===== src/rtl/axi_rr_arbiter_pkg.sv =====
// Shared types for the N-master AXI4 round-robin arbiter.
package axi_rr_arbiter_pkg;

  typedef enum logic {R_IDLE, R_BUSY} rd_state_t;
  typedef enum logic {W_IDLE, W_BUSY} wr_state_t;

endpackage


===== src/rtl/axi_rr_arbiter_rr_picker.sv =====
// Combinational round-robin picker: first asserted request at or above ptr, wrapping.
module rr_picker #(
  parameter int unsigned MASTER_NUM = 2,
  parameter int unsigned IDX_W      = $clog2(MASTER_NUM)
) (
  input  logic [MASTER_NUM-1:0] req,
  input  logic [IDX_W-1:0]      ptr,
  output logic [MASTER_NUM-1:0] onehot,
  output logic [IDX_W-1:0]      idx,
  output logic                  any
);

  localparam logic [IDX_W:0] NUM = (IDX_W+1)'(MASTER_NUM);

  logic [2*MASTER_NUM-1:0] dbl;
  logic [IDX_W:0]          pos;
  logic [IDX_W:0]          sum;
  logic [IDX_W-1:0]        off;
  logic                    found;

  // Two copies of req side by side let a search from ptr wrap without a modulo.
  assign dbl = {req, req};

  always_comb begin
    off   = '0;
    found = 1'b0;
    pos   = '0;
    for (int unsigned i = 0; i < MASTER_NUM; i++) begin
      pos = {1'b0, ptr} + (IDX_W+1)'(i);
      if (!found && dbl[pos]) begin
        found = 1'b1;
        off   = IDX_W'(i);
      end
    end
    sum = {1'b0, ptr} + {1'b0, off};
    if (sum >= NUM) sum = sum - NUM;
    idx    = sum[IDX_W-1:0];
    any    = found;
    onehot = '0;
    if (found) onehot[idx] = 1'b1;
  end

endmodule


===== src/rtl/axi_rr_arbiter.sv =====
// N-master to 1-slave AXI4 arbiter; independent round-robin read and write grants held per transaction.
module axi_rr_arbiter
  import axi_rr_arbiter_pkg::*;
#(
  parameter int unsigned MASTER_NUM = 2,
  parameter int unsigned DATA_WIDTH = 32,
  parameter int unsigned ADDR_WIDTH = 32,
  parameter int unsigned ID_WIDTH   = 4
) (
  input  logic                               clk,
  input  logic                               reset,
  input  logic [MASTER_NUM-1:0]              s_awvalid_i,
  output logic [MASTER_NUM-1:0]              s_awready_o,
  input  logic [MASTER_NUM*ADDR_WIDTH-1:0]   s_awaddr_i,
  input  logic [MASTER_NUM*ID_WIDTH-1:0]     s_awid_i,
  input  logic [MASTER_NUM*8-1:0]            s_awlen_i,
  input  logic [MASTER_NUM*3-1:0]            s_awsize_i,
  input  logic [MASTER_NUM*2-1:0]            s_awburst_i,
  input  logic [MASTER_NUM-1:0]              s_wvalid_i,
  output logic [MASTER_NUM-1:0]              s_wready_o,
  input  logic [MASTER_NUM*DATA_WIDTH-1:0]   s_wdata_i,
  input  logic [MASTER_NUM*DATA_WIDTH/8-1:0] s_wstrb_i,
  input  logic [MASTER_NUM-1:0]              s_wlast_i,
  output logic [MASTER_NUM-1:0]              s_bvalid_o,
  input  logic [MASTER_NUM-1:0]              s_bready_i,
  output logic [MASTER_NUM*2-1:0]            s_bresp_o,
  output logic [MASTER_NUM*ID_WIDTH-1:0]     s_bid_o,
  input  logic [MASTER_NUM-1:0]              s_arvalid_i,
  output logic [MASTER_NUM-1:0]              s_arready_o,
  input  logic [MASTER_NUM*ADDR_WIDTH-1:0]   s_araddr_i,
  input  logic [MASTER_NUM*ID_WIDTH-1:0]     s_arid_i,
  input  logic [MASTER_NUM*8-1:0]            s_arlen_i,
  input  logic [MASTER_NUM*3-1:0]            s_arsize_i,
  input  logic [MASTER_NUM*2-1:0]            s_arburst_i,
  output logic [MASTER_NUM-1:0]              s_rvalid_o,
  input  logic [MASTER_NUM-1:0]              s_rready_i,
  output logic [MASTER_NUM*DATA_WIDTH-1:0]   s_rdata_o,
  output logic [MASTER_NUM*2-1:0]            s_rresp_o,
  output logic [MASTER_NUM*ID_WIDTH-1:0]     s_rid_o,
  output logic [MASTER_NUM-1:0]              s_rlast_o,
  output logic                               m_awvalid_o,
  input  logic                               m_awready_i,
  output logic [ADDR_WIDTH-1:0]              m_awaddr_o,
  output logic [ID_WIDTH-1:0]                m_awid_o,
  output logic [7:0]                         m_awlen_o,
  output logic [2:0]                         m_awsize_o,
  output logic [1:0]                         m_awburst_o,
  output logic                               m_wvalid_o,
  input  logic                               m_wready_i,
  output logic [DATA_WIDTH-1:0]              m_wdata_o,
  output logic [DATA_WIDTH/8-1:0]            m_wstrb_o,
  output logic                               m_wlast_o,
  input  logic                               m_bvalid_i,
  output logic                               m_bready_o,
  input  logic [1:0]                         m_bresp_i,
  input  logic [ID_WIDTH-1:0]                m_bid_i,
  output logic                               m_arvalid_o,
  input  logic                               m_arready_i,
  output logic [ADDR_WIDTH-1:0]              m_araddr_o,
  output logic [ID_WIDTH-1:0]                m_arid_o,
  output logic [7:0]                         m_arlen_o,
  output logic [2:0]                         m_arsize_o,
  output logic [1:0]                         m_arburst_o,
  input  logic                               m_rvalid_i,
  output logic                               m_rready_o,
  input  logic [DATA_WIDTH-1:0]              m_rdata_i,
  input  logic [1:0]                         m_rresp_i,
  input  logic [ID_WIDTH-1:0]                m_rid_i,
  input  logic                               m_rlast_i
);

  localparam int unsigned     IDX_W    = $clog2(MASTER_NUM);
  localparam int unsigned     STRB_W   = DATA_WIDTH / 8;
  localparam logic [IDX_W-1:0] LAST_IDX = IDX_W'(MASTER_NUM - 1);

  rd_state_t rd_state, rd_state_nxt;
  wr_state_t wr_state, wr_state_nxt;

  logic [IDX_W-1:0]      rd_owner, rd_ptr, rd_cand_idx;
  logic [IDX_W-1:0]      wr_owner, wr_ptr, wr_cand_idx;
  logic [MASTER_NUM-1:0] rd_cand_oh, rd_owner_oh, rd_gnt;
  logic [MASTER_NUM-1:0] wr_cand_oh, wr_owner_oh, wr_gnt;
  logic                  rd_cand_any, wr_cand_any;
  logic                  rd_done, wr_done;

  function automatic logic [IDX_W-1:0] ptr_after(input logic [IDX_W-1:0] owner);
    return (owner == LAST_IDX) ? '0 : owner + IDX_W'(1);
  endfunction

  rr_picker #(.MASTER_NUM(MASTER_NUM), .IDX_W(IDX_W)) u_rd_pick (
    .req(s_arvalid_i), .ptr(rd_ptr), .onehot(rd_cand_oh), .idx(rd_cand_idx), .any(rd_cand_any)
  );

  rr_picker #(.MASTER_NUM(MASTER_NUM), .IDX_W(IDX_W)) u_wr_pick (
    .req(s_awvalid_i), .ptr(wr_ptr), .onehot(wr_cand_oh), .idx(wr_cand_idx), .any(wr_cand_any)
  );

  always_ff @(posedge clk) begin
    if (reset) begin
      rd_state <= R_IDLE;
      rd_owner <= '0;
      rd_ptr   <= '0;
      wr_state <= W_IDLE;
      wr_owner <= '0;
      wr_ptr   <= '0;
    end else begin
      rd_state <= rd_state_nxt;
      wr_state <= wr_state_nxt;
      if (rd_state == R_IDLE && rd_cand_any) rd_owner <= rd_cand_idx;
      if (wr_state == W_IDLE && wr_cand_any) wr_owner <= wr_cand_idx;
      if (rd_done) rd_ptr <= ptr_after(rd_owner);
      if (wr_done) wr_ptr <= ptr_after(wr_owner);
    end
  end

  always_comb begin
    rd_state_nxt = rd_state;
    wr_state_nxt = wr_state;
    unique case (rd_state)
      R_IDLE: if (rd_cand_any) rd_state_nxt = R_BUSY;
      R_BUSY: if (rd_done)     rd_state_nxt = R_IDLE;
      default: rd_state_nxt = R_IDLE;
    endcase
    unique case (wr_state)
      W_IDLE: if (wr_cand_any) wr_state_nxt = W_BUSY;
      W_BUSY: if (wr_done)     wr_state_nxt = W_IDLE;
      default: wr_state_nxt = W_IDLE;
    endcase
  end

  // In IDLE the live candidate is granted so the request passes through with zero latency.
  always_comb begin
    for (int unsigned i = 0; i < MASTER_NUM; i++) begin
      rd_owner_oh[i] = (IDX_W'(i) == rd_owner);
      wr_owner_oh[i] = (IDX_W'(i) == wr_owner);
    end
    rd_gnt = '0;
    wr_gnt = '0;
    if (!reset) begin
      rd_gnt = (rd_state == R_IDLE) ? rd_cand_oh : rd_owner_oh;
      wr_gnt = (wr_state == W_IDLE) ? wr_cand_oh : wr_owner_oh;
    end
  end

  assign rd_done = (rd_state == R_BUSY) && m_rvalid_i && m_rready_o && m_rlast_i;
  assign wr_done = (wr_state == W_BUSY) && m_bvalid_i && m_bready_o;

  always_comb begin
    m_arvalid_o = |(s_arvalid_i & rd_gnt);
    m_rready_o  = |(s_rready_i & rd_gnt);
    s_arready_o = rd_gnt & {MASTER_NUM{m_arready_i}};
    s_rvalid_o  = rd_gnt & {MASTER_NUM{m_rvalid_i}};
    s_rlast_o   = rd_gnt & {MASTER_NUM{m_rlast_i}};
    m_araddr_o  = '0;
    m_arid_o    = '0;
    m_arlen_o   = '0;
    m_arsize_o  = '0;
    m_arburst_o = '0;
    s_rdata_o   = '0;
    s_rresp_o   = '0;
    s_rid_o     = '0;
    for (int unsigned i = 0; i < MASTER_NUM; i++) begin
      if (rd_gnt[i]) begin
        m_araddr_o                        = s_araddr_i[i*ADDR_WIDTH +: ADDR_WIDTH];
        m_arid_o                          = s_arid_i[i*ID_WIDTH +: ID_WIDTH];
        m_arlen_o                         = s_arlen_i[i*8 +: 8];
        m_arsize_o                        = s_arsize_i[i*3 +: 3];
        m_arburst_o                       = s_arburst_i[i*2 +: 2];
        s_rdata_o[i*DATA_WIDTH +: DATA_WIDTH] = m_rdata_i;
        s_rresp_o[i*2 +: 2]               = m_rresp_i;
        s_rid_o[i*ID_WIDTH +: ID_WIDTH]   = m_rid_i;
      end
    end
  end

  always_comb begin
    m_awvalid_o = |(s_awvalid_i & wr_gnt);
    m_wvalid_o  = |(s_wvalid_i & wr_gnt);
    m_bready_o  = |(s_bready_i & wr_gnt);
    s_awready_o = wr_gnt & {MASTER_NUM{m_awready_i}};
    s_wready_o  = wr_gnt & {MASTER_NUM{m_wready_i}};
    s_bvalid_o  = wr_gnt & {MASTER_NUM{m_bvalid_i}};
    m_awaddr_o  = '0;
    m_awid_o    = '0;
    m_awlen_o   = '0;
    m_awsize_o  = '0;
    m_awburst_o = '0;
    m_wdata_o   = '0;
    m_wstrb_o   = '0;
    m_wlast_o   = 1'b0;
    s_bresp_o   = '0;
    s_bid_o     = '0;
    for (int unsigned i = 0; i < MASTER_NUM; i++) begin
      if (wr_gnt[i]) begin
        m_awaddr_o                      = s_awaddr_i[i*ADDR_WIDTH +: ADDR_WIDTH];
        m_awid_o                        = s_awid_i[i*ID_WIDTH +: ID_WIDTH];
        m_awlen_o                       = s_awlen_i[i*8 +: 8];
        m_awsize_o                      = s_awsize_i[i*3 +: 3];
        m_awburst_o                     = s_awburst_i[i*2 +: 2];
        m_wdata_o                       = s_wdata_i[i*DATA_WIDTH +: DATA_WIDTH];
        m_wstrb_o                       = s_wstrb_i[i*STRB_W +: STRB_W];
        m_wlast_o                       = s_wlast_i[i];
        s_bresp_o[i*2 +: 2]             = m_bresp_i;
        s_bid_o[i*ID_WIDTH +: ID_WIDTH] = m_bid_i;
      end
    end
  end

endmodule


===== config.mk =====
export PLATFORM = sky130hd
export DESIGN_NAME = axi_rr_arbiter
export DESIGN_NICKNAME = d
export VERILOG_FILES = /design/src/rtl/axi_rr_arbiter_pkg.sv /design/src/rtl/axi_rr_arbiter_rr_picker.sv /design/src/rtl/axi_rr_arbiter.sv
export SDC_FILE = /design/constraint.sdc
export NUM_CORES = 1
export LEC_CHECK = 0
export BUFFER_PORTS_ARGS = -buffer_cell sky130_fd_sc_hd__buf_4
export CAP_MARGIN = 20
export CORE_AREA = 2 2 222 224
export CTS_CLUSTER_SIZE = 40
export DETAILED_ROUTE_END_ITERATION = 6
export DIE_AREA = 0 0 224 226
export GPL_TIMING_DRIVEN = 0
export PLACE_DENSITY = 0.36
export SLEW_MARGIN = 20
export SYNTH_ARGS = -nofsm -noshare
export SYNTH_HDL_FRONTEND = slang
export SYNTH_SLANG_ARGS = --single-unit

===== constraint.sdc =====
create_clock -name clk -period 3.3 [get_ports clk]
set_clock_uncertainty 0.2 [all_clocks]
set_input_delay 0.66 -clock clk [delete_from_list [all_inputs] [get_ports clk]]
set_output_delay 0.66 -clock clk [all_outputs]
set_load 0.005 [all_outputs]

== Yosys cells after proc, flatten, opt, wreduce, memory -nomap -nowiden ==
Cells that the tools add are included.
Widths: inputs -> output; s select.

* Flip-flop bits (word level): 6

* Add/subtract/negate cells: 8
* $lt $le $gt $ge: 10
* Mux-type cells: 70
* Bitwise operators: 15
* Reductions and logical operators: 18

{| class="wikitable"
|+ Operators with widths
! operator !! number
|-
| $mux 32 || 8
|-
| $mux 4 || 10
|-
| $mux 8 || 4
|-
| $mux 2 || 14
|-
| $mux 1 || 24
|-
| $and 2x2->2 || 11
|-
| $mux 3 || 4
|-
| $logic_and 1x1->1 || 11
|-
| $reduce_or 2->1 || 5
|-
| $lt 1x3->1 const B || 2
|-
| $lt 2x3->1 const B || 2
|-
| $add 1x1->2 || 2
|-
| $add 1x1->2 const B || 2
|-
| $bmux 1 s2 || 2
|-
| $ge 2x2->1 const B || 2
|-
| $lt 1x2->1 const B || 2
|-
| $not 1->1 || 4
|-
| $pmux 1 s2 || 2
|-
| $add 1x1->1 const B || 2
|-
| $demux 1 s1 || 2
|-
| $ge 1x1->1 const B || 2
|-
| $logic_not 1->1 || 2
|-
| $sub 1x1->1 const B || 2
|}

== Depth between registers and ports, before layout ==
* Depth in word-level cells: 22
* Mapped depth: 5
* Mapped depth without buffers: 3

== Hierarchy ==
A second synthesis with hierarchy kept.

* Cell total of the unflattened synthesis: 336
* Area, all modules: 2501.1 µm²

{| class="wikitable"
|+ By module, submodules not included
! module !! instances !! cells an instance !! area an instance (µm²) !! seq. area each (µm²)
|-
| axi_rr_arbiter || 1 || 324 || 2428.6 || 120.1
|-
| rr_picker || 2 || 6 || 36.3 || 0.0
|}

== Worst setup path after synthesis ==
Ideal clock, no wire load.

* Kind: input port to output port
* From: input port reset
* To: output port m_awaddr_o[10]
* Arrival time: 1.561 ns
* Slack: 0.879 ns
* Stages: 4
* Cell sequence: buf_2 buf_2 clkbuf_1 o32ai_2

* Word-level cells in the longest chain between the ends: 3

{| class="wikitable"
|+ RTL lines
! item !! line !! source
|-
| start, declared || axi_rr_arbiter.sv:11 || <nowiki>input logic reset,</nowiki>
|-
| $mux 2 (*) || axi_rr_arbiter.sv:139 || <nowiki>if (!reset) begin</nowiki>
|-
| $mux 32 || axi_rr_arbiter.sv:194 || <nowiki>if (wr_gnt[i]) begin</nowiki>
|-
| $mux 32 (*) || axi_rr_arbiter.sv:194 ||
|-
| end, declared || axi_rr_arbiter.sv:43 || <nowiki>output logic [ADDR_WIDTH-1:0] m_awaddr_o,</nowiki>
|}

Every way passes the cells marked *; elsewhere a longest branch is shown, timed or not.

== Worst setup path in the final report ==
* From: input port reset
* To: output port m_araddr_o[29]

* Word-level cells in the longest chain between the ends: 3

{| class="wikitable"
|+ RTL lines
! item !! line !! source
|-
| $mux 2 (*) || axi_rr_arbiter.sv:139 ||
|-
| $mux 32 || axi_rr_arbiter.sv:163 || <nowiki>if (rd_gnt[i]) begin</nowiki>
|-
| $mux 32 (*) || axi_rr_arbiter.sv:163 ||
|-
| end, declared || axi_rr_arbiter.sv:59 || <nowiki>output logic [ADDR_WIDTH-1:0] m_araddr_o,</nowiki>
|}

Marks and branches as above.

==> reports/metrics.yaml <==
portbufs: 570
cts_hold_buffers: 0
grt_pass1_vias: 6866
flow.area_growth_from_synthesis_pct: 120.6
r2r_end: "rd_ptr"
powerDensity_nw_per_um2: 174.8
drt_drc_violations_left: 0
synth-edff-count: 0
hp-class: "reg2reg"
die_area_um2: 50620
drt-vias-per-instance: 3.867
synth-seq-area-share: 0.02810
finalCriticalPeriod_ns: 3.209
synth_common_cells: "141 x sky130_fd_sc_hd__inv_1, 141 x sky130_fd_sc_hd__nand2b_1, 119 x sky130_fd_sc_hd__o32ai_1"
global_route.peak_usage_layer: "met2"
synth_nets: 973
status: "finished clean"
hold_ws_ns: 0.2855
resize_count_post_cts: 6
cell_by_cell_listing_of_the_critical_path: "buf_2 > buf_2 > clkbuf_1 > o32ai_1 > buf_4"
place_area_um2: 9331
post_synth.cell_area_avg_um2: 6.668
route.final.wire_length_mm: 36.54
critical_path_startpoint_category: "primary input"
grt_start_max_net_pins: 11
layout-drive-gt1-share: 0.5371
type_of_the_worst_setup_path: "in2out"
worst_slew_pin_slew_ns: 0.8034
globalRouteTotalUtil: 0.1307
final.fill_count: 5565
dr.first_iter.drc_count: 350
ys_seq_elements: 6
detail_route.wl_per_cell_um: 19.90
placement_rows: 81
drv.max_cap_violation_count: 0
vdd.ir_drop.worst_mv: 0.09227
slew-limit-headroom: 0.4644
worst_path_most_repeated_cell: "sky130_fd_sc_hd__buf_2"
floorplan.die.height_um: 226
critical_path.reg2reg.startpoint: "rd_state"
clk-insertion-delay-late_ns: 0.23
cts_sinks: 6
yosys_warn_count: 0
initial_utilization: 0.08841
period_utilization: 0.9723
cts_inserted_buffers: 3
dr_total_vias: 7100
critical_path_arrival_ns: 2.35
ys_types: 30
cts-htree-levels: 1
global_route_met1_usage: 0.1752
synthDominantAreaCellType: "sky130_fd_sc_hd__o32ai_1"
timing.critical_path.required_ns: 2.44
crit_path_top_delay_cell: "sky130_fd_sc_hd__o32ai_1"
synth_largest_type_area_fraction: 0.2439
clk_pin_slew_worst_paths_ns: 0.03
clk_root_buffer_cell: "sky130_fd_sc_hd__clkbuf_16"
number_of_antenna_violations_at_the_first_check_in_global_routing: 1
fp.coreArea_um2: 48340
top_level_ports: 572
n_antenna_cell: 0
path_max_fanout: 10
synth_area_um2: 4274
dr.pass1.iters: 5
final-setup-viol-count: 0
reg2reg_slack_ns: 1.78
syn_inst: 641
netlist_top_cells_area: "sky130_fd_sc_hd__o32ai_1 24%, sky130_fd_sc_hd__nand2b_1 21%, sky130_fd_sc_hd__nor3b_1 18%"
setup.worst_path.end_class: "primary output"
critPathCapture: "m_araddr_o[29]"
rsz0062_at_grt: "no"
use_met2: 0.2319
drtAntennaViolNets: 0
fp.dieW_um: 224
finalHoldViolations: 0
final_design_area_no_fill_um2: 9428
max_slew_violation_count: 0
crit_start: "reset"
yosys_most_used_dff: "sky130_fd_sc_hd__dfxtp_1"
total_leakage_power_uw: 0.004598
use_met3: 0.01678
critical-path-max-stage-delay_ns: 0.71
final_nets: 1548
cts_tree: "built"
clock.fmax_ghz: 0.3117
asr_flop_ratio_synth: 0
worst_r2r_path_depth: 3
cts.repair_timing.setup_buffer_count: 0
global_route.overflow_total: 0
first_pass_grt_wire_length_mm: 49.36
clock_tree.buffer_depth: 2
place.detailed.hpwl_mm: 31.15
gp_congestion: 0.8825
==> layout make-up <==
cell class                      instances  area (um^2)  area share
Tap cell                              622        778.2     0.08255
Buffer                                 81        397.9     0.04220
Clock buffer                            3        75.07    0.007963
Timing Repair Buffer                  570         4279      0.4539
Sequential cell                         6        120.1     0.01274
Inverter                              142        533.0     0.05654
Multi-Input combinational cell        412         3244      0.3441
==> how the worst min path moves through the flow <==
stage,start,endpoint,slack [ns],cells after the start
floorplan,rd_ptr,rd_ptr,0.25,1
global route,rd_ptr,rd_ptr,0.31,1
finish,rd_ptr,rd_ptr,0.29,1
CTS,rd_ptr,rd_ptr,0.28,1
detailed placement,rd_ptr,rd_ptr,0.27,1
global placement,rd_ptr,rd_ptr,0.27,1
==> placed cells by master, fill, tap and decap left out <==
| master | instances |
|---|---|
| sky130_fd_sc_hd__nor3b_2 | 2 |
| sky130_fd_sc_hd__buf_6 | 4 |
| sky130_fd_sc_hd__and2_1 | 2 |
| sky130_fd_sc_hd__and2b_1 | 1 |
| sky130_fd_sc_hd__inv_1 | 141 |
| sky130_fd_sc_hd__o311a_1 | 1 |
| sky130_fd_sc_hd__nor3b_1 | 98 |
| sky130_fd_sc_hd__dfxtp_1 | 6 |
| sky130_fd_sc_hd__a2bb2oi_1 | 1 |
| sky130_fd_sc_hd__o21ai_0 | 3 |
| sky130_fd_sc_hd__a211oi_1 | 1 |
| sky130_fd_sc_hd__or4_1 | 1 |
| sky130_fd_sc_hd__nor3_1 | 1 |
| sky130_fd_sc_hd__nor2_1 | 1 |
| sky130_fd_sc_hd__a41oi_1 | 1 |
| sky130_fd_sc_hd__a21oi_1 | 3 |
| sky130_fd_sc_hd__clkbuf_16 | 3 |
| sky130_fd_sc_hd__buf_2 | 36 |
| sky130_fd_sc_hd__a311oi_1 | 1 |
| sky130_fd_sc_hd__clkbuf_1 | 30 |
| sky130_fd_sc_hd__buf_4 | 572 |
| sky130_fd_sc_hd__clkbuf_2 | 9 |
| sky130_fd_sc_hd__nor2b_1 | 1 |
| sky130_fd_sc_hd__a31oi_2 | 2 |
| sky130_fd_sc_hd__inv_2 | 1 |
| sky130_fd_sc_hd__nand2_1 | 5 |
| sky130_fd_sc_hd__nand3_1 | 3 |
| sky130_fd_sc_hd__o32ai_1 | 119 |
| sky130_fd_sc_hd__a21bo_2 | 1 |
| sky130_fd_sc_hd__o32ai_2 | 20 |
| sky130_fd_sc_hd__nand2b_1 | 141 |
| sky130_fd_sc_hd__a31oi_4 | 2 |
| sky130_fd_sc_hd__a31oi_1 | 1 |
==> layer usage <==
layer | routed length [um] | vias up
li1 | - | 3412
met1 | 16160 | 3414
met2 | 18480 | 266
met3 | 1752 | 8
met4 | 144 | 0
met5 | 0 | -
==> worst max-delay path: cells and delay by family <==
kind	cells	cell delay, ns
AOI/OAI and AO/OA	1	0.71
buffers and inverters	4	0.95
==> per-stage QoR <==
stage,setup WS (ns),TNS [ns],utilization,total power (uW),instances
6_report,0.09146,0,0.1950,1648,1836
5_1_grt,0.02063,0,0.1950,1763,1836
4_1_cts,-0.00006839,-0.00006839,0.1947,1671,1836
3_5_place_dp,-0.2283,-7.785,0.1930,1468,1833
3_3_place_gp,-0.2415,-8.132,0.1930,1469,1833
2_1_floorplan,0.8788,0,-,617.1,641
==> where the power goes <==
group | internal (uW) | leakage (uW) | switching, uW | total (uW)
Sequential | 78.7 | 0.0000496 | 7.33 | 86.0
Combinational | 717 | 0.00451 | 651 | 1370
Clock | 155 | 0.0000370 | 38.9 | 194
Total | 951 | 0.00460 | 697 | 1650
==> sequential cells by signal, summed over array words and instances (netlist names) <==
name	count
rd_state	1
rd_ptr	1
rd_owner	1
wr_state	1
wr_ptr	1
wr_owner	1
==> cell families after synthesis <==
family | count (synthesis) | synth area share
DFF | 6 | 0.02810
AOI/OAI and AO/OA | 156 | 0.3568
and+or+nand+nor | 256 | 0.3999
buffers and inverters | 223 | 0.2152
Power figures use the tool's default switching activity.
